## src/rtl/defender_ctrl_mapper.sv

```systemverilog
// Defender control input conditioning: debounces joystick/coin, synchronises the ship
// facing bit and maps controls to registered thrust/reverse/coin strobes per mode.
module defender_ctrl_mapper #(
  parameter int DEB_CYC       = 24000,
  parameter int REV_PULSE_CYC = 400000,
  parameter int FLIP_TIMEOUT  = 2400000,
  parameter int COIN_MIN_CYC  = 2400000
) (
  input  logic       clk_sys,
  input  logic       reset_n,
  input  logic [1:0] mode,
  input  logic       joy_left,
  input  logic       joy_right,
  input  logic       fire_b,
  input  logic       fire_e,
  input  logic       coin_in,
  input  logic       facing,
  output logic       thrust,
  output logic       reverse,
  output logic       coin_out
);

  localparam int DW = $clog2(DEB_CYC + 1);
  localparam int RW = $clog2(REV_PULSE_CYC + 1);
  localparam int FW = $clog2(FLIP_TIMEOUT + 1);
  localparam int CW = $clog2(COIN_MIN_CYC + 1);

  typedef enum logic [1:0] {
    S_IDLE      = 2'd0,
    S_REV       = 2'd1,
    S_WAIT_FLIP = 2'd2,
    S_WAIT_REL  = 2'd3
  } state_t;

  logic [2:0]    w_raw;
  logic [2:0]    r_deb;
  logic [DW-1:0] r_deb_cnt [3];
  logic          w_dl;
  logic          w_dr;
  logic          w_dc;

  logic          r_fac_meta;
  logic          r_fac_s;
  logic          r_fac_lat;
  logic [1:0]    r_mode_q;
  logic          r_bwd_q;
  logic          r_dc_q;

  logic          w_fwd;
  logic          w_bwd;
  logic          w_mode2;
  logic          w_mode_chg;
  logic          w_bwd_rise;
  logic          w_flip;

  state_t        r_state;
  state_t        w_state_nxt;
  logic [RW-1:0] r_rev_cnt;
  logic [FW-1:0] r_flip_cnt;

  logic          w_thrust_nxt;
  logic          w_rev_nxt;

  logic          r_coin_armed;
  logic [CW-1:0] r_coin_cnt;

  assign w_raw = {coin_in, joy_right, joy_left};
  assign w_dl  = r_deb[0];
  assign w_dr  = r_deb[1];
  assign w_dc  = r_deb[2];

  // Per-input debounce: a level is accepted after DEB_CYC consecutive differing samples
  always_ff @(posedge clk_sys or negedge reset_n) begin
    if (!reset_n) begin
      r_deb <= 3'b000;
      for (int i = 0; i < 3; i++) r_deb_cnt[i] <= {DW{1'b0}};
    end else begin
      for (int i = 0; i < 3; i++) begin
        if (w_raw[i] == r_deb[i]) begin
          r_deb_cnt[i] <= {DW{1'b0}};
        end else if (r_deb_cnt[i] >= DW'(DEB_CYC - 1)) begin
          r_deb[i]     <= w_raw[i];
          r_deb_cnt[i] <= {DW{1'b0}};
        end else begin
          r_deb_cnt[i] <= r_deb_cnt[i] + DW'(1);
        end
      end
    end
  end

  // Facing synchroniser plus one-cycle history used for edge and mode-change detection
  always_ff @(posedge clk_sys or negedge reset_n) begin
    if (!reset_n) begin
      r_fac_meta <= 1'b0;
      r_fac_s    <= 1'b0;
      r_mode_q   <= 2'b00;
      r_bwd_q    <= 1'b0;
      r_dc_q     <= 1'b0;
    end else begin
      r_fac_meta <= facing;
      r_fac_s    <= r_fac_meta;
      r_mode_q   <= mode;
      r_bwd_q    <= w_bwd;
      r_dc_q     <= w_dc;
    end
  end

  // Pushing both ways at once cancels both facing-relative terms
  assign w_fwd      = (w_dl & w_dr) ? 1'b0 : (r_fac_s ? w_dr : w_dl);
  assign w_bwd      = (w_dl & w_dr) ? 1'b0 : (r_fac_s ? w_dl : w_dr);
  assign w_mode2    = (mode == 2'b01);
  assign w_mode_chg = (mode != r_mode_q);
  assign w_bwd_rise = w_bwd & ~r_bwd_q;
  assign w_flip     = (r_fac_s != r_fac_lat);

  // Mode 2 FSM state register
  always_ff @(posedge clk_sys or negedge reset_n) begin
    if (!reset_n) begin
      r_state <= S_IDLE;
    end else begin
      r_state <= w_state_nxt;
    end
  end

  // Mode 2 FSM next-state logic; a mode change always wins
  always_comb begin
    w_state_nxt = r_state;
    if (!w_mode2 || w_mode_chg) begin
      w_state_nxt = S_IDLE;
    end else begin
      case (r_state)
        S_IDLE: begin
          if (w_bwd_rise) w_state_nxt = S_REV;
          else            w_state_nxt = S_IDLE;
        end
        S_REV: begin
          if (r_rev_cnt >= RW'(REV_PULSE_CYC - 1)) w_state_nxt = S_WAIT_FLIP;
          else                                     w_state_nxt = S_REV;
        end
        S_WAIT_FLIP: begin
          if (w_flip)                                  w_state_nxt = S_IDLE;
          else if (r_flip_cnt >= FW'(FLIP_TIMEOUT - 1)) w_state_nxt = S_WAIT_REL;
          else if (!w_fwd && !w_bwd)                   w_state_nxt = S_IDLE;
          else                                         w_state_nxt = S_WAIT_FLIP;
        end
        S_WAIT_REL: begin
          if (!w_dl && !w_dr) w_state_nxt = S_IDLE;
          else                w_state_nxt = S_WAIT_REL;
        end
        default: w_state_nxt = S_IDLE;
      endcase
    end
  end

  // Reverse-pulse and flip-wait counters, cleared whenever their state is left
  always_ff @(posedge clk_sys or negedge reset_n) begin
    if (!reset_n) begin
      r_rev_cnt  <= {RW{1'b0}};
      r_flip_cnt <= {FW{1'b0}};
      r_fac_lat  <= 1'b0;
    end else begin
      if (r_state == S_REV && w_state_nxt == S_REV) r_rev_cnt <= r_rev_cnt + RW'(1);
      else                                          r_rev_cnt <= {RW{1'b0}};
      if (r_state == S_WAIT_FLIP && w_state_nxt == S_WAIT_FLIP) r_flip_cnt <= r_flip_cnt + FW'(1);
      else                                                      r_flip_cnt <= {FW{1'b0}};
      if (r_state == S_IDLE && w_state_nxt == S_REV) r_fac_lat <= r_fac_s;
      else                                           r_fac_lat <= r_fac_lat;
    end
  end

  // Output mapping; a flip seen in WAIT_FLIP releases thrust in the same cycle it is detected
  always_comb begin
    w_thrust_nxt = 1'b0;
    w_rev_nxt    = 1'b0;
    case (mode)
      2'b00, 2'b11: begin
        w_thrust_nxt = w_dl | w_dr;
        w_rev_nxt    = fire_b;
      end
      2'b10: begin
        w_thrust_nxt = fire_e;
        w_rev_nxt    = fire_b;
      end
      2'b01: begin
        if (w_mode_chg) begin
          w_thrust_nxt = w_fwd;
        end else begin
          case (r_state)
            S_IDLE:      w_thrust_nxt = w_fwd;
            S_REV:       w_rev_nxt    = 1'b1;
            S_WAIT_FLIP: w_thrust_nxt = w_flip ? w_fwd : 1'b0;
            S_WAIT_REL:  w_thrust_nxt = 1'b0;
            default:     w_thrust_nxt = 1'b0;
          endcase
        end
      end
      default: begin
        w_thrust_nxt = 1'b0;
        w_rev_nxt    = 1'b0;
      end
    endcase
  end

  // Registered thrust/reverse
  always_ff @(posedge clk_sys or negedge reset_n) begin
    if (!reset_n) begin
      thrust  <= 1'b0;
      reverse <= 1'b0;
    end else begin
      thrust  <= w_thrust_nxt;
      reverse <= w_rev_nxt;
    end
  end

  // Coin stretcher: one COIN_MIN_CYC pulse per accepted edge, re-armed once coin is low again
  always_ff @(posedge clk_sys or negedge reset_n) begin
    if (!reset_n) begin
      coin_out     <= 1'b0;
      r_coin_armed <= 1'b1;
      r_coin_cnt   <= {CW{1'b0}};
    end else if (coin_out) begin
      if (r_coin_cnt >= CW'(COIN_MIN_CYC - 1)) begin
        coin_out   <= 1'b0;
        r_coin_cnt <= {CW{1'b0}};
      end else begin
        r_coin_cnt <= r_coin_cnt + CW'(1);
      end
    end else if (r_coin_armed) begin
      if (w_dc && !r_dc_q) begin
        coin_out     <= 1'b1;
        r_coin_armed <= 1'b0;
      end
      r_coin_cnt <= {CW{1'b0}};
    end else begin
      r_coin_armed <= ~w_dc;
      r_coin_cnt   <= {CW{1'b0}};
    end
  end

endmodule

```

## config.mk

```make
export PLATFORM = sky130hd
export DESIGN_NAME = defender_ctrl_mapper
export DESIGN_NICKNAME = d
export VERILOG_FILES = /design/src/rtl/defender_ctrl_mapper.sv
export SDC_FILE = /design/constraint.sdc
export NUM_CORES = 1
export LEC_CHECK = 0
export BUFFER_PORTS_ARGS = -buffer_cell sky130_fd_sc_hd__clkbuf_2
export CORE_UTILIZATION = 57
export CTS_CLUSTER_DIAMETER = 60
export DETAILED_ROUTE_END_ITERATION = 8
export PLACE_DENSITY = 0.79
export SETUP_SLACK_MARGIN = 0.02
export SLEW_MARGIN = 20
export SYNTH_ARGS = -nofsm -noshare
export SYNTH_HDL_FRONTEND = slang
export SYNTH_SLANG_ARGS = --single-unit
```

## constraint.sdc

```tcl
create_clock -name clk_sys -period 1.89 [get_ports clk_sys]
set_input_delay 0.2835 -clock clk_sys [delete_from_list [all_inputs] [get_ports clk_sys]]
set_output_delay 0.2835 -clock clk_sys [all_outputs]
set_load 0.02 [all_outputs]
```

==> results of run 1 <==
[final cells by class]
type | instances | area (um2)
Multi-Input combinational cell | 460 | 3340
Sequential cell | 124 | 3100
Fill cell | 619 | 2220
Timing Repair Buffer | 113 | 990
Clock buffer | 22 | 463
Tap cell | 136 | 170
Clock inverter | 10 | 115
Inverter | 15 | 58.8
[synth_stat cells (all sizes together), types with 5 or more instances]
| cell | number |
|---|---|
| dfrtp | 123 |
| a21oi | 6 |
| inv | 15 |
| nor2 | 103 |
| nor4 | 23 |
| nand2b | 5 |
| ha | 8 |
| nand3 | 49 |
| nor3 | 33 |
| xor2 | 58 |
| nand4 | 16 |
| xnor2 | 42 |
| o21ai | 12 |
| and3 | 20 |
| clkbuf | 8 |
| buf | 11 |
| nand2 | 42 |
[routing by layer]
metal / GRT usage (%) / up-vias / share of wire, %
met3: 6.56 / 41 / 4.9
met4: 9.33 / 0 / 2.9
li1: - / 2361 / -
met1: 32.8 / 2591 / 41
met2: 45.8 / 176 / 51
met5: 0 / - / 0
[registers in the layout (all words and copies together), names as in the netlist]
| signal | cells |
|---|---|
| r_rev_cnt | 19 |
| r_state | 2 |
| thrust | 1 |
| r_fac_s | 1 |
| r_deb_cnt | 45 |
| r_dc_q | 1 |
| r_coin_armed | 1 |
| r_bwd_q | 1 |
| r_fac_meta | 1 |
| coin_out | 1 |
| r_fac_lat | 1 |
| r_coin_cnt | 22 |
| reverse | 1 |
| r_deb | 3 |
| r_flip_cnt | 22 |
| r_mode_q | 2 |
[logic make-up after synthesis]
group	count (synthesis)
compound gates	38
xor+xnor	100
fa+ha+maj	8
buf+inv	34
flops	124
mux	6
simple gates	308
[metrics by stage]
stage | worst slack (ns) | area [um2]
finish | -0.210 | 8240
global route | -0.304 | 8240
CTS | -0.0929 | 7780
detailed placement | -0.105 | 6880
global placement | -0.0351 | 6880
floorplan | -0.100 | 6210
[how the worst max path moves through the flow]
stage,startpoint,endpoint,cells after the start
after floorplan,r_flip_cnt[0]$_DFF_PN0_,r_flip_cnt[12]$_DFF_PN0_,10
after global placement,r_flip_cnt[15]$_DFF_PN0_,r_flip_cnt[20]$_DFF_PN0_,8
after detailed placement,r_flip_cnt[15]$_DFF_PN0_,r_flip_cnt[17]$_DFF_PN0_,8
after CTS,r_flip_cnt[1]$_DFF_PN0_,r_flip_cnt[10]$_DFF_PN0_,9
after global routing,r_flip_cnt[0]$_DFF_PN0_,r_flip_cnt[14]$_DFF_PN0_,9
final,r_flip_cnt[15]$_DFF_PN0_,r_flip_cnt[14]$_DFF_PN0_,8
[power by group through the flow]
stage | registers [mW] | logic [mW] | clock network (mW)
final | 2.93 | 0.557 | 3.17
after global routing | 2.94 | 0.610 | 3.32
after CTS | 2.92 | 0.482 | 3.19
after detailed placement | 2.96 | 0.456 | 0
after global placement | 2.95 | 0.430 | 0
after floorplan | 2.93 | 0.275 | 0
[what timing repair did]
item	in CTS	in global routing
hold buffers	4	0
pin swaps	14	19
endpoints found under the hold margin	35	0
resized for setup	29	61
gates cloned	1	3
setup buffers	19	9
endpoints found under the setup margin	56	88
==> insert_results.sql, run 1 <==
INSERT INTO impl_metrics (metric_group, metric, value, unit) VALUES
('yosys', 'yosys_most_used_dff', 'sky130_fd_sc_hd__dfrtp_1', ''),
('critical_path', 'path_buf_inv', '2', ''),
('yosys', 'synth_mux_area_share', '1.05', '%'),
('cts', 'clock-root-buffer', 'sky130_fd_sc_hd__clkbuf_8', ''),
('global_routing', 'grtUsageTotal', '26.7', '%'),
('cts', 'cts.htree.levels', '4', ''),
('yosys', 'post_synth_fa_ha_maj_area_fraction', '1.61', '%'),
('floorplanning', 'floorplan.initialDensity', '59.3', '%'),
('run', 'maxCapViolations', '0', ''),
('pwr', 'clockPowerShare', '47.6', '%'),
('yosys', 'synth-async-reset-ratio', '100', '%'),
('min_path', 'min_path_type', 'in -> reg', ''),
('placement', 'buffer_ports.inserted', '12', ''),
('critical_path', 'timing.rr.start', 'r_flip_cnt[15]$_DFF_PN0_', ''),
('drt', 'routed-via-count', '5169', ''),
('sta', 'whs', '0.0241', 'ns'),
('sta', 'timing_hold_violations_final', '0', ''),
('critical_path', 'cpLargestDelayFamily', 'compound AO/OA/AOI/OAI gates', ''),
('critical_path', 'timing.reg2reg.setup_slack', '-0.21', 'ns'),
('sta', 'fin_setup_tns', '-6.40', 'ns'),
('yosys', 'synth_top_cells_by_area', 'sky130_fd_sc_hd__dfrtp_1 (50%), sky130_fd_sc_hd__xor2_1 (8.2%), sky130_fd_sc_hd__nor2_1 (6.2%)', ''),
('yosys', 'synth_top_family_by_area', 'simple AND/OR/NAND/NOR gates', ''),
('yosys', 'syn-cell-area', '6210', 'um2'),
('cts', 'worst_skew_pair.late_latency', '0.54', 'ns'),
('floorplanning', 'die_area', '11300', 'um2'),
('min_path', 'worst_hold_path.num_cells', '2', ''),
('yosys', 'synth-seq-cells', '124', ''),
('drt', 'detailedRoute.firstIterationViolations', '409', ''),
('critical_path', 'cpMaxStageDelayCell', 'sky130_fd_sc_hd__dfrtp_1', ''),
('sta', 'finalMaxSlewViolations', '0', ''),
('critical_path', 'timing.critical_path.required', '2.32', 'ns'),
('cts', 'cts_made_buffers', '17', ''),
('sta', 'setup_viol', '43', ''),
('status', 'status', 'finished with violations', ''),
('floorplanning', 'floorplan.rows', '37', ''),
('min_path', 'hold_path_start', 'coin_in', ''),
('yosys', 'synth-edff-count', '0', ''),
('yosys', 'post_synthesis_sequential_area_ratio', '50.0', '%'),
('drt', 'drt-pass1-iter-count', '5', ''),
('critical_path', 'cp-end-kind', 'register', ''),
('pwr', 'power.share.combinational', '8.4', '%'),
('yosys', 'synth_top_area_share', '49.6', '%'),
('pwr', 'ir_drop', '0.896', 'mV'),
('cts', 'clkSlewWorstSetupHoldPaths', '0.06', 'ns'),
('finish', 'antenna-diode-count', '0', ''),
('finish', 'layout.cells.most_common', 'sky130_fd_sc_hd__dfrtp_1', ''),
('global_routing', 'grt_start_max_net_pins', '37', ''),
('critical_path', 'worst_ep_arrival_time', '2.53', 'ns'),
('placement', 'placedCellCount', '813', ''),
('finish', 'nets', '749', ''),
('yosys', 'post_synth_xor_area_fraction', '14.1', '%'),
('floorplanning', 'vertical_die_dimension', '106', 'um'),
('sta', 'setup_ws', '-0.210', 'ns'),
('sta', 'rsz_0062_raised_after_global_routing', 'yes', ''),
('finish', 'synthToLayoutAreaGrowth', '32.8', '%'),
('sta', 'fin_crit_period', '2.10', 'ns'),
('sta', 'final_cycle_utilization_of_the_critical_path', '111', '%'),
('pwr', 'netSwitchingPower', '1.64', 'mW'),
('yosys', 'synth_compound_gate_area_share', '4.19', '%'),
('floorplanning', 'io-pin-count', '13', ''),
('global_routing', 'vias_in_the_first_global_route', '5098', ''),
('drt', 'total_routed_wirelength', '16000', 'um'),
('yosys', 'syn_nets', '636', ''),
('finish', 'share_of_final_layout_standard_cells_stronger_than_drive_strength_1', '29.0', '%'),
('critical_path', 'timing.critical_path.from_type', 'register', ''),
('pwr', 'cell_internal_power', '5.02', 'mW'),
('status', 'failed_checks', 'negative setup slack', ''),
('pwr', 'post-layout-total-power', '6.66', 'mW'),
('yosys', 'post-synth-top-area-cell', 'sky130_fd_sc_hd__dfrtp_1', ''),
('cts', 'cts_num_sinks', '124', ''),
('finish', 'final_core_utilization', '78.8', '%');
Note: power is estimated with default switching activity, not from simulation.
==> inputs of run 2 (changes only) <==
- CORE_ASPECT_RATIO: default -> 0.7
- TNS_END_PERCENT: default -> 30
==> run 2 against run 1 <==
The flow still finishes with violations (negative setup slack). Setup slack got worse by 0.14 ns. Hold slack better by 0.020 ns. Utilization decreased by 0.25 points. Die area is essentially flat. Routed wire length up 9.3%. Cell area decreased by 0.23%. Flip-flop and latch count is the same. Critical path type unchanged. Largest power group unchanged. Highest routed layer unchanged.
==> insert_results.sql, run 2 (same netlist as run 1, synthesis figures left out) <==
INSERT INTO impl_metrics (metric_group, metric, value, unit) VALUES
('min_path', 'hold_path_start', 'mode[1]', ''),
('status', 'status', 'finished with violations', ''),
('sta', 'fin_crit_period', '2.24', 'ns'),
('cts', 'clock-root-buffer', 'sky130_fd_sc_hd__clkbuf_16', ''),
('sta', 'timing_worst_slew_pin_value', '0.606', 'ns'),
('global_routing', 'grtUsageTotal', '25.6', '%'),
('floorplanning', 'vertical_die_dimension', '89.3', 'um'),
('finish', 'largestRegisters', 'r_deb_cnt (45), r_coin_cnt (22), r_flip_cnt (22)', ''),
('finish', 'final_instance_count_excl_fillers', '871', ''),
('drt', 'dr_vias_cell', '6.18', ''),
('drt', 'drcViolationCount', '0', ''),
('pwr', 'total_leakage_power', '3.60', 'nW'),
('drt', 'route.detailed.wl_per_inst', '20.0', 'um'),
('min_path', 'worst_hold_path.num_cells', '1', ''),
('sta', 'fmaxAchievable', '447', 'MHz'),
('critical_path', 'cp-end-kind', 'register', ''),
('cts', 'cts_made_buffers', '17', ''),
('sta', 'timing.max_slew.rel_slack', '59.6', '%'),
('global_routing', 'globalRoute.totalOverflow', '0', ''),
('finish', 'antenna-diode-count', '0', ''),
('cts', 'cts-root-to-sink-buffers', '2', ''),
('placement', 'pre_cts_slack', '-0.165', 'ns'),
('critical_path', 'timing.reg2reg.setup_slack', '-0.35', 'ns'),
('cts', 'tritoncts_clock_tree', 'yes', ''),
('run', 'maxCapViolations', '0', ''),
('placement', 'placedCellCount', '815', ''),
('finish', 'share_of_final_layout_standard_cells_stronger_than_drive_strength_1', '29.2', '%'),
('finish', 'final_design_area_no_fill', '8220', 'um2'),
('cts', 'cts.htree.levels', '4', ''),
('critical_path', 'timing.setup.critical_path_class', 'reg -> reg', ''),
('critical_path', 'timing.critical_path.fanout_max', '7', ''),
('pwr', 'p_per_area', '823', 'nW/um2'),
('drt', 'detailedRoute.firstIterationViolations', '488', ''),
('drt', 'routed-via-count', '5383', ''),
('floorplanning', 'die_area', '11300', 'um2'),
('drt', 'antenna_violating_nets_post_route', '0', ''),
('global_routing', 'antenna_found_initial', '0', ''),
('floorplanning', 'die_width', '127', 'um'),
('finish', 'mostFrequentLayoutCells', 'sky130_fd_sc_hd__dfrtp_1 (121), sky130_fd_sc_hd__nor2_1 (96), sky130_fd_sc_hd__buf_4 (78)', ''),
('sta', 'setup_ws', '-0.349', 'ns'),
('global_routing', 'grt_start_max_net_pins', '38', ''),
('pwr', 'post-layout-total-power', '6.76', 'mW'),
('finish', 'largest_register_ffs', '45', ''),
('cts', 'clkSlewWorstSetupHoldPaths', '0.06', 'ns'),
('status', 'failed_checks', 'negative setup slack', ''),
('critical_path', 'worst_r2r_path_cells', '8', ''),
('sta', 'final_cycle_utilization_of_the_critical_path', '118', '%'),
('critical_path', 'timing.rr.start', 'r_rev_cnt[11]$_DFF_PN0_', ''),
('critical_path', 'timing.critical_path.required', '2.19', 'ns'),
('pwr', 'ir_drop', '1.28', 'mV'),
('placement', 'place_hpwl', '8600', 'um'),
('placement', 'globalplace.congestion', '0.827', ''),
('cts', 'worst_skew_pair.late_latency', '0.42', 'ns'),
('sta', 'setup_viol', '43', ''),
('sta', 'worst_clock_skew', '0.0128', 'ns'),
('min_path', 'endpoint_worst_hold', 'r_mode_q[1]$_DFF_PN0_', ''),
('floorplanning', 'coreArea', '10500', 'um2'),
('floorplanning', 'floorplan.rows', '31', ''),
('sta', 'rsz_0062_raised_after_global_routing', 'yes', ''),
('global_routing', 'vias_in_the_first_global_route', '4750', ''),
('drt', 'drt-pass1-iter-count', '8', ''),
('placement', 'placedInstanceArea', '6910', 'um2'),
('finish', 'layout.cells.most_common', 'sky130_fd_sc_hd__dfrtp_1', ''),
('sta', 'finalMaxSlewViolations', '0', ''),
('critical_path', 'timing.critical_path.from_type', 'register', ''),
('drt', 'total_routed_wirelength', '17400', 'um'),
('placement', 'buffer_ports.inserted', '12', ''),
('critical_path', 'r2r-end', 'r_flip_cnt[14]$_DFF_PN0_', ''),
('floorplanning', 'io-pin-count', '13', ''),
('finish', 'nets', '744', ''),
('global_routing', 'grt_pass1_wl', '22400', 'um'),
('finish', 'synthToLayoutAreaGrowth', '32.5', '%'),
('critical_path', 'worst_ep_arrival_time', '2.54', 'ns'),
('cts', 'cts_num_sinks', '124', ''),
('finish', 'regMostFlops', 'r_deb_cnt', ''),
('sta', 'timing_hold_violations_final', '0', ''),
('min_path', 'min_path_type', 'in -> reg', ''),
('floorplanning', 'floorplan.initialDensity', '59.3', '%');
run 2: cell types whose count changed in the layout (fill, tap and decap cells not counted), sizes merged:
| cell | delta |
|---|---|
| buf | -2 |
| bufinv | +1 |
| clkbuf | -5 |
| clkinvlp | +1 |
| dlygate4sd3 | -2 |
| inv | +2 |
run 2: report_power, final:
part,internal [mW],switching [mW]
registers,2.79,0.127
logic,0.226,0.277
clock network,2.08,1.27
total,5.09,1.67
run 2: area by class of cell:
class                      count  area (um2)
clock buffer                  18         429
tap                          132         165
inverter                      15        58.8
fill                         547        2250
clock inverter                14         170
timing repair buffer         108         932
multi-input combinational    460        3360
sequential                   124        3110
run 2: repair_timing:
item                                    CTS  global route
hold buffers                              2             0
gates resized for setup                  19            74
endpoints found under the setup margin   53            81
pin swaps                                 5            23
gates cloned                              0             4
setup buffers                             7            11
endpoints found under the hold margin    27             0
run 2: worst max-delay path, stage by stage, from the launching register on:
cell                      delay [ns]
sky130_fd_sc_hd__dfrtp_1        0.41
sky130_fd_sc_hd__nand2_1        0.24
sky130_fd_sc_hd__nor4b_4        0.41
sky130_fd_sc_hd__nor2_2         0.10
sky130_fd_sc_hd__o21ai_1        0.17
sky130_fd_sc_hd__a21o_4         0.20
sky130_fd_sc_hd__inv_4          0.09
sky130_fd_sc_hd__buf_12         0.16
sky130_fd_sc_hd__nor4_4         0.33
run 2: per-stage QoR:
stage | TNS [ns] | hold slack [ns] | util (%)
6_report | -6.51 | 0.0437 | 78.5
3_5_place_dp | -2.75 | 0.258 | 65.9
5_1_grt | -9.95 | 0.0355 | 78.5
4_1_cts | -1.61 | 0.0228 | 73.3
3_3_place_gp | -1.44 | 0.249 | 65.9
2_1_floorplan | -1.77 | -0.0121 | -
run 2: layer usage:
layer  vias up  GRT usage [%]  share of wire, %
met5         -              0                 0
met2       291           42.3                48
met4         0           8.12               5.1
met1      2655           34.1                41
met3        95           6.22               6.4
li1       2342              -                 -
run 2: how the worst max path moves through the flow:
stage,from,endpoint,slack [ns],cells after the start
2_1_floorplan,r_flip_cnt[0]$_DFF_PN0_,r_flip_cnt[12]$_DFF_PN0_,-0.10,10
3_3_place_gp,r_flip_cnt[15]$_DFF_PN0_,r_flip_cnt[8]$_DFF_PN0_,-0.07,8
3_5_place_dp,r_flip_cnt[15]$_DFF_PN0_,r_flip_cnt[17]$_DFF_PN0_,-0.16,8
4_1_cts,r_flip_cnt[1]$_DFF_PN0_,r_flip_cnt[11]$_DFF_PN0_,-0.09,9
5_1_grt,r_rev_cnt[11]$_DFF_PN0_,r_flip_cnt[14]$_DFF_PN0_,-0.44,8
6_report,r_rev_cnt[11]$_DFF_PN0_,r_flip_cnt[14]$_DFF_PN0_,-0.35,8
